File: config.mk
export PLATFORM = sky130hd
export DESIGN_NAME = irrigation_timer_controller
export DESIGN_NICKNAME = d
export VERILOG_FILES = /design/src/rtl/irrigation_timer_controller_pkg.sv /design/src/rtl/irrigation_timer_controller_timer_digit.sv /design/src/rtl/irrigation_timer_controller.sv
export SDC_FILE = /design/constraint.sdc
export NUM_CORES = 1
export LEC_CHECK = 0
export BUFFER_PORTS_ARGS = -buffer_cell sky130_fd_sc_hd__buf_4
export CAP_MARGIN = 20
export CORE_MARGIN = 1.5
export CORE_UTILIZATION = 55
export CTS_BUF_LIST = sky130_fd_sc_hd__clkbuf_8
export DETAILED_ROUTE_END_ITERATION = 12
export GPL_TIMING_DRIVEN = 0
export HOLD_SLACK_MARGIN = 0.08
export PLACE_DENSITY = 0.8
export SETUP_SLACK_MARGIN = 0.5
export SYNTH_ARGS = -nofsm -noshare
export SYNTH_HDL_FRONTEND = slang
export SYNTH_SLANG_ARGS = --single-unit
export TNS_END_PERCENT = 100
File: constraint.sdc
create_clock -name clock_i -period 5.9 [get_ports clock_i]
set_input_delay 0.59 -clock clock_i [delete_from_list [all_inputs] [get_ports clock_i]]
set_output_delay 0.59 -clock clock_i [all_outputs]
set_load 0.01 [all_outputs]
File: src/rtl/irrigation_timer_controller_pkg.sv
// Shared definitions for the irrigation countdown timer: state encoding,
// BCD digit limits and digit widths.
package irrigation_timer_controller_pkg;

    typedef enum logic [1:0] {
        ST_IDLE  = 2'b00,
        ST_RUN   = 2'b01,
        ST_PAUSE = 2'b10,
        ST_DONE  = 2'b11
    } state_t;

    localparam int UNITS_MAX = 9;
    localparam int TENS_MAX  = 5;
    localparam int TENS_W    = 3;
    localparam int UNITS_W   = 4;
    localparam int PRESC_W   = 8;

endpackage

File: src/rtl/irrigation_timer_controller_timer_digit.sv
// One BCD digit down-counter; wraps 0 -> MAX and reports a borrow to the
// next more significant digit when it does.
module timer_digit #(
    parameter int W   = 4,
    parameter int MAX = 9
) (
    input  logic         clock_i,
    input  logic         reset_n_i,
    input  logic         load_i,
    input  logic [W-1:0] load_value_i,
    input  logic         dec_en_i,
    input  logic         clear_i,
    output logic [W-1:0] q_o,
    output logic         is_zero_o,
    output logic         borrow_out_o
);

    localparam logic [W-1:0] MAX_V = W'(MAX);
    localparam logic [W-1:0] ONE_V = W'(1);

    logic [W-1:0] q_q, q_d;

    always_comb begin
        q_d = q_q;
        if (clear_i)
            q_d = '0;
        else if (load_i)
            q_d = load_value_i;
        else if (dec_en_i)
            q_d = is_zero_o ? MAX_V : q_q - ONE_V;
    end

    always_ff @(posedge clock_i or negedge reset_n_i) begin
        if (!reset_n_i)
            q_q <= '0;
        else
            q_q <= q_d;
    end

    assign q_o          = q_q;
    assign is_zero_o    = (q_q == '0);
    assign borrow_out_o = dec_en_i & is_zero_o;

endmodule

File: src/rtl/irrigation_timer_controller.sv
// Irrigation countdown sequencer: preset load/validation, tick prescaler,
// MM:SS borrow chain and the IDLE/RUN/PAUSE/DONE control FSM.
module irrigation_timer_controller
    import irrigation_timer_controller_pkg::*;
#(
    parameter int TICK_DIV = 1,
    parameter int TENS_MAX = 5
) (
    input  logic               clock_i,
    input  logic               reset_n_i,
    input  logic               tick_i,
    input  logic               start_i,
    input  logic               pause_i,
    input  logic               abort_i,
    input  logic [TENS_W-1:0]  preset_min_tens_i,
    input  logic [UNITS_W-1:0] preset_min_units_i,
    input  logic [TENS_W-1:0]  preset_sec_tens_i,
    input  logic [UNITS_W-1:0] preset_sec_units_i,
    output logic [TENS_W-1:0]  min_tens_o,
    output logic [UNITS_W-1:0] min_units_o,
    output logic [TENS_W-1:0]  sec_tens_o,
    output logic [UNITS_W-1:0] sec_units_o,
    output logic [1:0]         state_o,
    output logic               valve_o,
    output logic               done_o,
    output logic               preset_err_o
);

    localparam logic [TENS_W-1:0]  TENS_MAX_V  = TENS_W'(TENS_MAX);
    localparam logic [UNITS_W-1:0] UNITS_MAX_V = UNITS_W'(UNITS_MAX);
    localparam logic [UNITS_W-1:0] UNITS_ONE_V = UNITS_W'(1);
    localparam logic [PRESC_W-1:0] PRESC_LAST  = PRESC_W'(TICK_DIV - 1);
    localparam logic [PRESC_W-1:0] PRESC_ONE   = PRESC_W'(1);

    state_t             state_q, state_d;
    logic [PRESC_W-1:0] presc_q, presc_d;
    logic               err_q, err_d;
    logic               load, clear, dec;

    logic mt_zero, mu_zero, st_zero, su_zero;
    logic su_borrow, st_borrow, mu_borrow, mt_borrow;

    logic preset_ok, preset_zero, last_sec;

    assign preset_ok = (preset_min_tens_i  <= TENS_MAX_V)  && (preset_min_units_i <= UNITS_MAX_V) &&
                       (preset_sec_tens_i  <= TENS_MAX_V)  && (preset_sec_units_i <= UNITS_MAX_V);
    assign preset_zero = (preset_min_tens_i == '0) && (preset_min_units_i == '0) &&
                         (preset_sec_tens_i == '0) && (preset_sec_units_i == '0);
    // The decrement that lands on 00:00 is the one taken from 00:01.
    assign last_sec = mt_zero && mu_zero && st_zero && (sec_units_o == UNITS_ONE_V);

    timer_digit #(.W(UNITS_W), .MAX(UNITS_MAX)) u_sec_units (
        .clock_i(clock_i), .reset_n_i(reset_n_i), .load_i(load), .load_value_i(preset_sec_units_i),
        .dec_en_i(dec), .clear_i(clear), .q_o(sec_units_o), .is_zero_o(su_zero), .borrow_out_o(su_borrow));

    timer_digit #(.W(TENS_W), .MAX(TENS_MAX)) u_sec_tens (
        .clock_i(clock_i), .reset_n_i(reset_n_i), .load_i(load), .load_value_i(preset_sec_tens_i),
        .dec_en_i(su_borrow), .clear_i(clear), .q_o(sec_tens_o), .is_zero_o(st_zero), .borrow_out_o(st_borrow));

    timer_digit #(.W(UNITS_W), .MAX(UNITS_MAX)) u_min_units (
        .clock_i(clock_i), .reset_n_i(reset_n_i), .load_i(load), .load_value_i(preset_min_units_i),
        .dec_en_i(st_borrow), .clear_i(clear), .q_o(min_units_o), .is_zero_o(mu_zero), .borrow_out_o(mu_borrow));

    timer_digit #(.W(TENS_W), .MAX(TENS_MAX)) u_min_tens (
        .clock_i(clock_i), .reset_n_i(reset_n_i), .load_i(load), .load_value_i(preset_min_tens_i),
        .dec_en_i(mu_borrow), .clear_i(clear), .q_o(min_tens_o), .is_zero_o(mt_zero), .borrow_out_o(mt_borrow));

    always_ff @(posedge clock_i or negedge reset_n_i) begin
        if (!reset_n_i) begin
            state_q <= ST_IDLE;
            presc_q <= '0;
            err_q   <= 1'b0;
        end else begin
            state_q <= state_d;
            presc_q <= presc_d;
            err_q   <= err_d;
        end
    end

    always_comb begin
        state_d = state_q;
        presc_d = presc_q;
        err_d   = 1'b0;
        load    = 1'b0;
        clear   = 1'b0;
        dec     = 1'b0;
        if (abort_i) begin
            state_d = ST_IDLE;
            presc_d = '0;
            clear   = 1'b1;
        end else begin
            unique case (state_q)
                ST_IDLE: begin
                    if (start_i) begin
                        if (preset_ok) begin
                            load    = 1'b1;
                            presc_d = '0;
                            state_d = preset_zero ? ST_DONE : ST_RUN;
                        end else begin
                            err_d = 1'b1;
                        end
                    end
                end
                ST_RUN: begin
                    if (pause_i) begin
                        state_d = ST_PAUSE;
                    end else if (tick_i) begin
                        if (presc_q == PRESC_LAST) begin
                            presc_d = '0;
                            dec     = 1'b1;
                            if (last_sec)
                                state_d = ST_DONE;
                        end else begin
                            presc_d = presc_q + PRESC_ONE;
                        end
                    end
                end
                ST_PAUSE: begin
                    if (start_i)
                        state_d = ST_RUN;
                end
                ST_DONE: state_d = ST_IDLE;
                default: state_d = ST_IDLE;
            endcase
        end
    end

    always_comb begin
        valve_o = (state_q == ST_RUN);
        done_o  = (state_q == ST_DONE);
    end

    assign state_o      = state_q;
    assign preset_err_o = err_q;

endmodule

* Word level (Yosys, flattened, before mapping) *
Cells that the tools add are included.

storage, ports and cells
  register bits after elaboration = 25
  logic and storage cells = 104
  output and inout bits = 19
  bits of input ports = 20

operators by class
  bitwise operators = 3
  muxes and demuxes = 47
  eq/ne operators = 12
  add/sub/neg operators = 5
  order comparisons = 4
  reductions and logical operators = 26

operators with widths
  kind                                                   count
  2-to-1 mux 8 bit                                       6
  2-to-1 mux 4 bit                                       8
  2-to-1 mux 3 bit                                       8
  2-to-1 mux 2 bit                                       9
  zero test 4 bit                                        4
  case mux 8 bit (2 select lines)                        1
  != test 3 bit, second input constant                   5
  nonzero test 3 bit                                     5
  2-to-1 mux 1 bit                                       14
  zero test 3 bit                                        4
  logical AND 1 bit                                      9
  adder 8 x 1 -> 8 bit, second input constant            1
  less-or-equal comparator 4 bit, second input constant  2
  zero test 8 bit                                        1
  != test 4 x 3 -> 1 bit, second input constant          2
  case mux 2 bit (4 select lines)                        1
  subtractor 4 x 1 -> 4 bit, second input constant       2
  less-or-equal comparator 3 bit, second input constant  2
  AND reduction 6 bit                                    1
  subtractor 3 x 1 -> 3 bit, second input constant       2
  AND reduction 5 bit                                    1
  == test 2 bit, second input constant                   2
  == test 4 x 1 -> 1 bit, second input constant          1
  != test 4 bit, second input constant                   1
  3 further kinds                                        5

* Depth between registers and ports, before layout *
Gate-level depths: netlist (run 1).

  word-level depth = 12
  depth in mapped cells = 8
  gate-level depth less buffers = 7

* Cells and area by module *
Synthesis (run 1) repeated with hierarchy kept, for this count alone.

unflattened totals
  cell total of the unflattened synthesis = 173
  area total of the unflattened synthesis = 1655.3 sq um

modules (own cells, without submodules)
  module                          times used  area an instance (sq um)  cells each  sequential area each (sq um)
  irrigation_timer_controller     1           802.0                     89          275.3
  timer_digit at u_min_units ...  2           249.0                     25          100.1
  timer_digit at u_min_tens ...   2           177.7                     17          75.1

* Worst setup path after synthesis (run 1) *
Ideal clock, no wire load.

  kind = reg-to-reg
  from = register presc_q[0]
  to = register u_sec_units.q_q[3] (netlist: u_sec_units.q_o[3])
  buffers on the path = 0
  library setup time = 0.073 ns
  arrival time = 1.855 ns
  clock period less this slack = 1.928 ns
  data required time = 5.827 ns
  setup slack = 3.972 ns
  stages on the path, launching flop included = 8
  cell sequence = dfrtp_1 > inv_1 > ha_1 > or4b_4 > nor4_4 > or2b_2 > a21boi_2 > a2bb2oi_2

on the way
  longest elaborated chain between the ends = 7

RTL lines
  what                                 RTL line                                       text
  from (decl)                          irrigation_timer_controller.sv:36              logic [PRESC_W-1:0] presc_q, presc_d;
  from (signal assigned)               irrigation_timer_controller.sv:75              presc_q <= presc_d;
  zero test 8 bit                      irrigation_timer_controller.sv:108             if (presc_q == PRESC_LAST) begin
  2-to-1 mux 1 bit                     irrigation_timer_controller.sv:108
  2-to-1 mux 1 bit                     irrigation_timer_controller.sv:107             end else if (tick_i) begin
  2-to-1 mux 1 bit                     irrigation_timer_controller.sv:105             if (pause_i) begin
  2-to-1 mux 1 bit                     irrigation_timer_controller.sv:92              unique case (state_q)
  2-to-1 mux 1 bit                     irrigation_timer_controller.sv:87              if (abort_i) begin
  nonzero test 3 bit (no source line)  --
  to (signal assigned)                 irrigation_timer_controller_timer_digit.sv:37  q_q <= q_d;
  to (decl)                            irrigation_timer_controller_timer_digit.sv:21  logic [W-1:0] q_q, q_d;

Every way passes these cells.
A chain may end at the register's enable or synchronous reset.

* Worst setup path after layout (run 1) *
  from = register presc_q[0]
  to = register u_min_units.q_q[3] (netlist: u_min_units.q_o[3])

on the way
  longest elaborated chain between the ends = 9

RTL lines
  what                                 RTL line                                       text
  zero test 8 bit                      irrigation_timer_controller.sv:108
  2-to-1 mux 1 bit                     irrigation_timer_controller.sv:108
  2-to-1 mux 1 bit                     irrigation_timer_controller.sv:107
  2-to-1 mux 1 bit                     irrigation_timer_controller.sv:105
  2-to-1 mux 1 bit                     irrigation_timer_controller.sv:92
  2-to-1 mux 1 bit                     irrigation_timer_controller.sv:87
  AND 1 bit (2 in series)              irrigation_timer_controller_timer_digit.sv:42  assign borrow_out_o = dec_en_i & is_zero_o;
  nonzero test 3 bit (no source line)  --
  to (signal assigned)                 irrigation_timer_controller_timer_digit.sv:37
  to (decl)                            irrigation_timer_controller_timer_digit.sv:21

Every way passes these cells.

==> flow_metrics.tcl, run 1 <==
set metrics [dict create \
    tritoncts "yes" \
    timing.hold.ws_ns 0.210 \
    dieHeight_um 58.5 \
    power.net_switching_mw 0.121 \
    ctsResizeCount 0 \
    comb_power_share 0.252 \
    die_area_um2 3430 \
    tightestPinTransition_ns 0.627 \
    synthesis.area_um2 1700 \
    synth.most_common_cell "nand2_1" \
    syn_inst 203 \
    hold_path.class "input pin to async pin" \
    drive_gt1_frac 0.233 \
    synth_top_area_cell "dfrtp_1" \
    synth_common_cells "28 x nand2_1, 27 x nor2_1, 25 x dfrtp_1" \
    cp.arrival_ns 2.55 \
    path_class "flip-flop to flip-flop" \
    yosysWarnings 0 \
    firstDrtPassIters 5 \
    cts_sinks 25 \
    p_clk_frac 0.254 \
    wire_per_inst_um 16.0 \
    worst-path-buf-inv 1 \
    clk-insertion-delay-late_ns 0.27 \
    first_iter_violations 127 \
    drc 0 \
    grt_pass1_wl_mm 7.50 \
    core.rowCount 19 \
    drv_cap 0 \
    reg2reg_from "presc_q[0]" \
    path_delay_family "simple AND/OR/NAND/NOR gates" \
    vias_per_cell 6.28 \
    start_util 0.595 \
    synth_edf_count 0 \
    netlist.area_leader.share 0.369 \
    grt_pass1_vias 1537 \
    r2r_setup_slack_ns 3.54 \
    io_buffers 38 \
    max_freq_ghz 0.423 \
    path_cells "inv_1 > ha_1 > nor4b_1 > nand4_1 > o41ai_2 > a21oi_1 > a21oi_1" \
    antenna_cells 0 \
    total_power_mw 0.394 \
    grt_usage 0.284 \
    syn_area_per_cell_um2 8.36 \
    clockBufferDepth 2 \
    cts_buffers 3 \
    htree_levels 1 \
    seq_area_frac_synth 0.369 \
    swShare 0.307 \
    hold_violations 0 \
    grt_antenna_before_repair 0 \
    reg2reg_depth 7 \
    cp-end-kind "flip-flop" \
    core-area_um2 2850 \
    fin_crit_sh 0.401 \
    synth_async_sr_flop_share 1.00 \
    cp-start-kind "flip-flop" \
    status "complete, no violations" \
    setup_viol 0 \
    ctsHoldBuffers 0 \
    slew_headroom 0.576 \
    mappedNetlistNets 225 \
    rsz0062_at_grt "false" \
    rr_endpoint "u_min_units.q_o[3]" \
    die_x_um 58.5 \
    crit_fanout 4 \
    min_period_ns 2.36 \
    via_count 1734 \
    p_int_mw 0.273 \
    required_ns 6.09 \
    gp_congestion 0.965 \
    ant_nets 0 \
    ys_types 50 \
    nNetsFinal 268 \
    final_core_util 0.725 \
    power_density_nw_per_um2 191 \
    slowest_delay_ns 0.53 \
    grt-ovfl-total 0 \
    grt_max_degree 26 \
    root_buffer "clkbuf_8" \
    dp_hpwl_mm 3.38 \
    crit_top_cell "a21oi_1" \
    ys.flop_type "dfrtp_1" \
    ios 39 \
    post_cts_buffers 0 \
    clk_pin_slew_ns 0.09 \
    syn2layout_area_growth_pct 21.8 \
    sequentialPowerShare 0.494 \
    yosys_register_bits 25 \
    skew_ns 0.00559 \
    finalMaxSlewViolations 0 \
    critPathSlowestCell "nor4b_1" \
    drt_wl_total_mm 4.42 \
    setup-tns-final_ns 0 \
    synthTopCellsByArea "dfrtp_1 37%, nand2_1 6.2%, nor2_1 6.0%" \
    peakVddDrop_mv 0.159 \
    p_leak_nw 0.957 \
]
==> placed cells by master, fill, tap and decap left out, types with 2 or more instances in the layout <==
cell type,n
or3b_1,2
dfrtp_1,25
nor3b_1,3
nand4_1,6
a22oi_1,5
buf_4,39
nor4_4,2
buf_2,4
nor4b_1,4
o2111ai_1,2
a22o_1,2
ha_1,2
or4b_4,2
clkbuf_8,3
o21ai_0,13
and3_2,2
and2_1,3
nand3_1,7
a21o_1,4
o21ai_1,2
nor3_1,7
nor4_1,4
or3_1,4
nor2_1,27
nand2_1,28
a21oi_1,10
o21a_1,2
inv_1,5
and3_1,3
==> worst max path at each step <==
stage / startpoint / to / depth (start not counted)
after floorplan: presc_q[0] / u_sec_units.q_o[3] / 7
after global placement: preset_min_tens_i[2] / presc_q[6] / 6
after detailed placement: presc_q[0] / u_min_units.q_o[3] / 7
after CTS: presc_q[0] / u_min_units.q_o[3] / 7
after global routing: presc_q[0] / u_min_units.q_o[3] / 7
final: presc_q[0] / u_min_units.q_o[3] / 7
==> through the flow <==
| step | instances | area [um^2] | worst slack (ns) |
|---|---|---|---|
| floorplan | 203 | 1700 | 3.97 |
| global placement | 272 | 2020 | 3.65 |
| detailed placement | 272 | 2020 | 3.59 |
| CTS | 276 | 2070 | 3.56 |
| global route | 276 | 2070 | 3.24 |
| finish | 276 | 2070 | 3.54 |
==> flip-flops by register name, indices dropped and copies added (netlist names) <==
register	cells
u_sec_units.q_o	4
state_o	2
u_min_units.q_o	4
u_sec_tens.q_o	3
presc_q	8
preset_err_o	1
u_min_tens.q_o	3
==> power by group through the flow <==
stage | sequential [mW] | clock (mW) | combinational (mW)
4_1_cts | 0.194 | 0.105 | 0.0984
3_3_place_gp | 0.197 | 0 | 0.0962
3_5_place_dp | 0.198 | 0 | 0.0981
2_1_floorplan | 0.199 | 0 | 0.0505
5_1_grt | 0.197 | 0.112 | 0.109
6_report | 0.195 | 0.100 | 0.0993
==> metal layers <==
metal / global-route usage / wire length (um) / vias up
met5: 0 / 0 / -
met4: 0.0930 / 68 / 0
met3: 0.0440 / 410 / 9
met2: 0.406 / 1950 / 100
met1: 0.435 / 1990 / 781
li1: - / - / 844
==> worst register-to-register path, cell delays in order, from the launching register on <==
cell	delay (ns)
dfrtp_1	0.42
inv_1	0.08
ha_1	0.15
nor4b_1	0.53
nand4_1	0.32
o41ai_2	0.48
a21oi_1	0.14
a21oi_1	0.16
==> logic make-up after synthesis <==
family          count (synthesis)  synth area share
compound gates                 51             0.209
xor+xnor                        1           0.00516
fa+ha+maj                       2            0.0147
buf+inv                        11            0.0295
flops                          25             0.369
simple gates                  113             0.373
==> final cells by class <==
class | count | area [um^2]
Multi-Input combinational cell | 167 | 1020
Fill cell | 224 | 786
Sequential cell | 25 | 626
Timing Repair Buffer | 38 | 285
Clock buffer | 3 | 41.3
Tap cell | 31 | 38.8
Buffer | 6 | 31.3
Inverter | 5 | 18.8
Clock inverter | 1 | 5.00
No activity file was read; power rests on OpenSTA's default activity.
==> run 2, diff against run 1 <==
Settings changed: ABC_AREA set to 1, PLACE_DENSITY 0.8 to 0.79.
Clock period 5.9 ns to 2.28 ns, I/O delays scaled along.
==> run 2 against run 1 <==
  * Count of clock-buffer cells in the layout stayed put
  * Critical endpoint is now u_min_units.q_o[1]
  * Maximum frequency is 47% higher
  * Register-to-register slack worse by 2.9 ns
  * Global-route usage is 2.8 points lower
  * Via count is 15% higher
  * Clock skew is 0.0024 ns lower
  * Power grew to 4.7 times the previous value
  * Critical path depth is 4 higher
==> flow_metrics.tcl, run 2 <==
set metrics [dict create \
    cp-end-kind "flip-flop" \
    setup_slack_ns 0.670 \
    htree_levels 1 \
    grt_pass1_wl_mm 8.22 \
    cp.arrival_ns 1.78 \
    clk-insertion-delay-late_ns 0.27 \
    required_ns 2.45 \
    path_cells "inv_1 > ha_1 > nand2_1 > nor2_1 > nand2_2 > nor2_8 > nand3_2 > inv_2 > nor2_2 > nand2_1 > nand2_1" \
    p_int_mw 1.01 \
    seq_area_frac_synth 0.313 \
    final_cell_mix "95 x nand2_1, 43 x nand3_1, 39 x buf_4" \
    tritoncts "yes" \
    drive_gt1_frac 0.233 \
    drv_cap 0 \
    setup_viol 0 \
    layout.cells.non_filler 393 \
    via_count 1999 \
    nNetsFinal 370 \
    post_cts_buffers 0 \
    yosys.area_share.xor_xnor 0.0175 \
    regMostFlops "presc_q" \
    synthAdderAreaFrac 0.0125 \
    timing.hold.ws_ns 0.240 \
    antenna_cells 0 \
    power_density_nw_per_um2 774 \
    tightestPinTransition_ns 0.569 \
    min_path_cells 4 \
    min_period_ns 1.61 \
    netlist.area_leader.share 0.313 \
    design_area_um2 2400 \
    crit_fanout 4 \
    clockBufferDepth 2 \
    final_common_cell "nand2_1" \
    final_core_util 0.702 \
    sequentialPowerShare 0.348 \
    synth_simple_gate_area_frac 0.513 \
    rsz0062_at_grt "false" \
    hold_violations 0 \
    yosysWarnings 0 \
    syn_area_per_cell_um2 6.58 \
    grt-ovfl-total 0 \
    synth_edf_count 0 \
    start_util 0.585 \
    total_power_mw 1.86 \
    dieHeight_um 63.3 \
    synth_common_cells "95 x nand2_1, 43 x nand3_1, 32 x nor2_1" \
    yosys_register_bits 25 \
    die_area_um2 4010 \
    cp-start-kind "flip-flop" \
    dp_hpwl_mm 3.79 \
    synth_top_family_by_area "simple AND/OR/NAND/NOR gates" \
    synth_compound_area_frac 0.0532 \
    largest_register_ffs 8 \
    cts_sinks 25 \
    peakVddDrop_mv 0.578 \
    ant_nets 0 \
    reg2reg_depth 11 \
    core-area_um2 3420 \
    grt_max_degree 26 \
    vias_per_cell 5.09 \
    syn_inst 304 \
    wire_per_inst_um 12.2 \
    setup-tns-final_ns 0 \
    grt_pass1_vias 1836 \
    crit_cells 11 \
    post_dp_cell_area_um2 2340 \
    path_delay_family "simple AND/OR/NAND/NOR gates" \
    cts_buffers 3 \
    synthTopCellsByArea "dfrtp_1 31%, nand2_1 18%, nand3_1 11%" \
    slowest_delay_ns 0.41 \
    critPathSlowestCell "dfrtp_1" \
    synthMuxAreaShare 0 \
    path_class "flip-flop to flip-flop" \
    synth.most_common_cell "nand2_1" \
    grt_antenna_before_repair 0 \
    mappedNetlistNets 326 \
    swShare 0.456 \
    core.rowCount 21 \
    first_iter_violations 112 \
    comb_power_share 0.505 \
    hold_path.class "input pin to flip-flop" \
    crit_top_cell "nand2_1" \
    ios 39 \
    ys_types 29 \
    max_freq_ghz 0.621 \
    drt_wl_total_mm 4.81 \
    power.net_switching_mw 0.846 \
    syn2layout_area_growth_pct 20.0 \
    io_buffers 38 \
    place_inst 388 \
    firstDrtPassIters 4 \
    drc 0 \
    slew_headroom 0.621 \
    skew_ns 0.00319 \
    gp_congestion 0.946 \
    grt_usage 0.256 \
    fin_crit_sh 0.706 \
    synthesis.area_um2 2000 \
    status "complete, no violations" \
    pre_cts_slack_ns 0.687 \
    clk_pin_slew_ns 0.09 \
    die_x_um 63.3 \
    finalMaxSlewViolations 0 \
    synth_async_sr_flop_share 1.00 \
    p_clk_frac 0.147 \
    ys.flop_type "dfrtp_1" \
    worst-path-buf-inv 2 \
    root_buffer "clkbuf_8" \
    synth_top_area_cell "dfrtp_1" \
    p_leak_nw 1.36 \
]
[run 2: cell types whose count changed after synthesis, sizes merged, moves of 5 or more]
cell   change
nor2      +14
nor4       -6
a21oi      -6
a22oi      -5
nand3     +41
and3       -5
nand2     +78
inv       +34
[run 2: final timing paths]
check | from | endpoint | slack, ns
worst max-delay path | presc_q[0] | u_min_units.q_o[1] | 0.67
worst max register to register | presc_q[0] | u_min_units.q_o[1] | 0.67
min in group asynchronous | reset_n_i | state_o[0] | 0.39
worst min register to register | presc_q[7] | presc_q[7] | 0.54
worst min-delay path | abort_i | state_o[0] | 0.24
max in group asynchronous | reset_n_i | u_min_units.q_o[3] | 1.65
[run 2: timing repair]
action                                 4_1_cts  5_1_grt
hold buffers                                 1        0
setup endpoints to repair                    0        0
resized for setup                            0        0
endpoints found under the hold margin       25        0
[run 2: worst reg2reg max path, stage by stage, from the launching register on]
cell	delay (ns)
dfrtp_1	0.41
inv_1	0.10
ha_1	0.19
nand2_1	0.06
nor2_1	0.12
nand2_2	0.14
nor2_8	0.16
nand3_2	0.11
inv_2	0.07
nor2_2	0.05
nand2_1	0.06
nand2_1	0.05
[run 2: logic make-up (layout without fill, tap and decap cells)]
kind of cell             after synthesis  in the layout
AO/OA/AOI/OAI                         20             20
XOR/XNOR                               4              4
adder cells (fa/ha/maj)                2              2
buffers and inverters                 44             87
flip-flops                            25             25
AND/OR/NAND/NOR                      209            209
[run 2: per-layer routing]
metal | vias to the layer above | GRT usage | part of all wire
met5 | - | 0 | 0
met4 | 0 | 0.0761 | 0.0079
met3 | 4 | 0.0250 | 0.062
met2 | 58 | 0.410 | 0.45
met1 | 886 | 0.367 | 0.48
li1 | 1051 | - | -
[run 2: final cells by class]
cell class                      count  area, um^2
Fill cell                         304        1020
Multi-Input combinational cell    235        1190
Tap cell                           46        57.6
Clock inverter                      1        5.00
Buffer                              5        32.5
Timing Repair Buffer               39         295
Clock buffer                        3        41.3
Inverter                           39         149
Sequential cell                    25         626
[run 2: power groups by stage]
stage | Clock (mW) | Combinational, mW | Sequential [mW]
after floorplan | 0 | 0.590 | 0.671
after global placement | 0 | 0.915 | 0.650
after detailed placement | 0 | 0.925 | 0.655
after CTS | 0.275 | 0.934 | 0.646
after global routing | 0.294 | 1.04 | 0.665
final | 0.273 | 0.937 | 0.646
==> run 3, diff against run 2 <==
Settings changed: ABC_AREA 1 to 0, PLACE_DENSITY 0.79 to 0.8.
Clock period 2.28 ns to 1.6 ns, I/O delays scaled along.
==> run 3 against run 2 <==
  * Clock skew rose by 0.020 ns
  * Critical path type unchanged
  * Register-to-register slack got worse by 1.2 ns
  * Sequential power rose by 14%
  * Critical path depth fell by 4
  * Worst hold slack got worse by 0.14 ns
  * Largest cell class unchanged
  * The run now ends with setup timing left
  * Core utilization rose by 25 points
  * Clock power rose by 43%
  * Maximum frequency fell by 25%
  * First-iteration DRC count rose to 3.2 times the previous value
  * Power fell by 8.4%
  * Global-route usage rose by 6.4 points
==> flow_metrics.tcl, run 3 (same netlist as run 1, synthesis figures left out) <==
set metrics [dict create \
    power.net_switching_mw 0.585 \
    grt_pass1_wl_mm 8.43 \
    crit_cells 7 \
    rr_endpoint "u_min_units.q_o[1]" \
    cp.arrival_ns 2.30 \
    r2r_setup_slack_ns -0.54 \
    rsz0062_at_grt "true" \
    cp-start-kind "flip-flop" \
    htree_levels 1 \
    post_dp_cell_area_um2 2090 \
    tritoncts "yes" \
    min_period_ns 2.14 \
    slew_headroom 0.633 \
    firstDrtPassIters 5 \
    highest_layer "met4" \
    reg2reg_from "state_o[1]" \
    hold_violations 0 \
    sequentialPowerShare 0.432 \
    cts_buffers 3 \
    final_common_cell "buf_4" \
    grt_antenna_before_repair 0 \
    core.rowCount 19 \
    p_clk_frac 0.230 \
    die_x_um 58.5 \
    wl_met3_mm 1.01 \
    ant_nets 0 \
    power_density_nw_per_um2 629 \
    path_cells "buf_6 > or3b_4 > o41a_1 > buf_4 > clkbuf_16 > o21ai_0 > a21oi_1" \
    gp_congestion 0.928 \
    hold_path.class "input pin to flip-flop" \
    finalMaxSlewViolations 0 \
    dr_wl_met2_mm 3.48 \
    status "finished, violations left" \
    startpoint "state_o[1]" \
    clk-insertion-delay-late_ns 0.28 \
    vias_per_cell 7.27 \
    dieHeight_um 58.5 \
    crit_fanout 5 \
    largest_register_ffs 8 \
    setup_slack_ns -0.542 \
    grt-ovfl-total 0 \
    io_buffers 38 \
    path_delay_family "compound AO/OA/AOI/OAI gates" \
    cp-end-kind "flip-flop" \
    nNetsFinal 297 \
    peakVddDrop_mv 0.422 \
    antenna_cells 0 \
    wire_per_inst_um 24.6 \
    slowest_delay_ns 0.44 \
    drc 0 \
    drt_wl_total_mm 7.49 \
    swShare 0.344 \
    clockBufferDepth 2 \
    tightestPinTransition_ns 0.548 \
    worst-path-buf-inv 3 \
    critPathSlowestCell "dfrtp_1" \
    drv_cap 0 \
    path_class "flip-flop to flip-flop" \
    syn2layout_area_growth_pct 59.3 \
    design_area_um2 2700 \
    skew_ns 0.0235 \
    core-area_um2 2850 \
    ios 39 \
    required_ns 1.76 \
    crit_end "u_min_units.q_o[1]" \
    final_cell_mix "45 x buf_4, 26 x nor2_1, 23 x buf_6" \
    wl_met1_mm 2.74 \
    reg2reg_depth 7 \
    clk_pin_slew_ns 0.11 \
    p_leak_nw 1.25 \
    start_util 0.595 \
    comb_power_share 0.338 \
    timing.hold.ws_ns 0.103 \
    dp_hpwl_mm 3.58 \
    first_iter_violations 359 \
    die_area_um2 3430 \
    drive_gt1_frac 0.500 \
    root_buffer "clkbuf_8" \
    failed_checks "setup timing" \
    max_freq_ghz 0.467 \
    min_path_cells 2 \
    setup_viol 23 \
    grt_max_degree 26 \
    via_count 2216 \
    cts_sinks 25 \
    fin_crit_sh 1.34 \
    p_int_mw 1.11 \
    regMostFlops "presc_q" \
    grt_pass1_vias 1814 \
    grt_usage 0.319 \
]
## run 3: cell types whose count changed in the layout (fill, tap and decap cells not counted), sizes merged, moves of 5 or more
cell / change
nand2: -78
nand3: -41
inv: -33
buf: +29
nor2: -14
a21oi: +6
nor4: +6
a22oi: +5
and3: +5
## run 3: worst min-delay path by stage
stage               startpoint         end  slack [ns]
floorplan            reset_n_i  presc_q[0]       -0.14
global placement     reset_n_i  presc_q[1]        0.08
detailed placement   reset_n_i  presc_q[1]        0.09
CTS                    abort_i  state_o[0]        0.10
global route           abort_i  state_o[0]        0.10
finish                 abort_i  state_o[0]        0.10
## run 3: final cells by class
type,count,area [um^2]
Clock inverter,1,3.75
Fill cell,82,150
Multi-Input combinational cell,167,1290
Inverter,5,18.8
Tap cell,31,38.8
Clock buffer,3,41.3
Buffer,6,75.1
Sequential cell,25,631
Timing Repair Buffer,67,602
## run 3: per-layer routing
metal	up-vias	global-route usage
met5	-	0
met4	0	0.116
met1	1032	0.457
met2	243	0.490
li1	896	-
met3	45	0.0484
## run 3: power groups by stage
stage | clock network [mW] | logic, mW | registers [mW]
3_3_place_gp | 0 | 0.372 | 0.727
2_1_floorplan | 0 | 0.204 | 0.735
5_1_grt | 0.394 | 0.600 | 0.734
6_report | 0.391 | 0.574 | 0.734
4_1_cts | 0.381 | 0.431 | 0.721
3_5_place_dp | 0 | 0.382 | 0.730
## run 3: through the flow
| stage | instances | setup TNS, ns | util | power (mW) | setup slack (ns) |
|---|---|---|---|---|---|
| floorplan | 203 | -1.83 | - | 0.939 | -0.189 |
| global placement | 272 | -5.15 | 0.732 | 1.10 | -0.429 |
| detailed placement | 272 | -6.27 | 0.732 | 1.11 | -0.507 |
| CTS | 293 | -4.74 | 0.839 | 1.53 | -0.356 |
| global route | 305 | -9.65 | 0.947 | 1.73 | -0.618 |
| finish | 305 | -8.13 | 0.947 | 1.70 | -0.542 |
## run 3: timing repair
action	CTS	global route
cloned	1	1
pin swaps	16	27
endpoints found under the setup margin	28	32
endpoints found under the hold margin	25	0
hold buffers	1	0
setup buffers	15	11
resized for setup	31	57
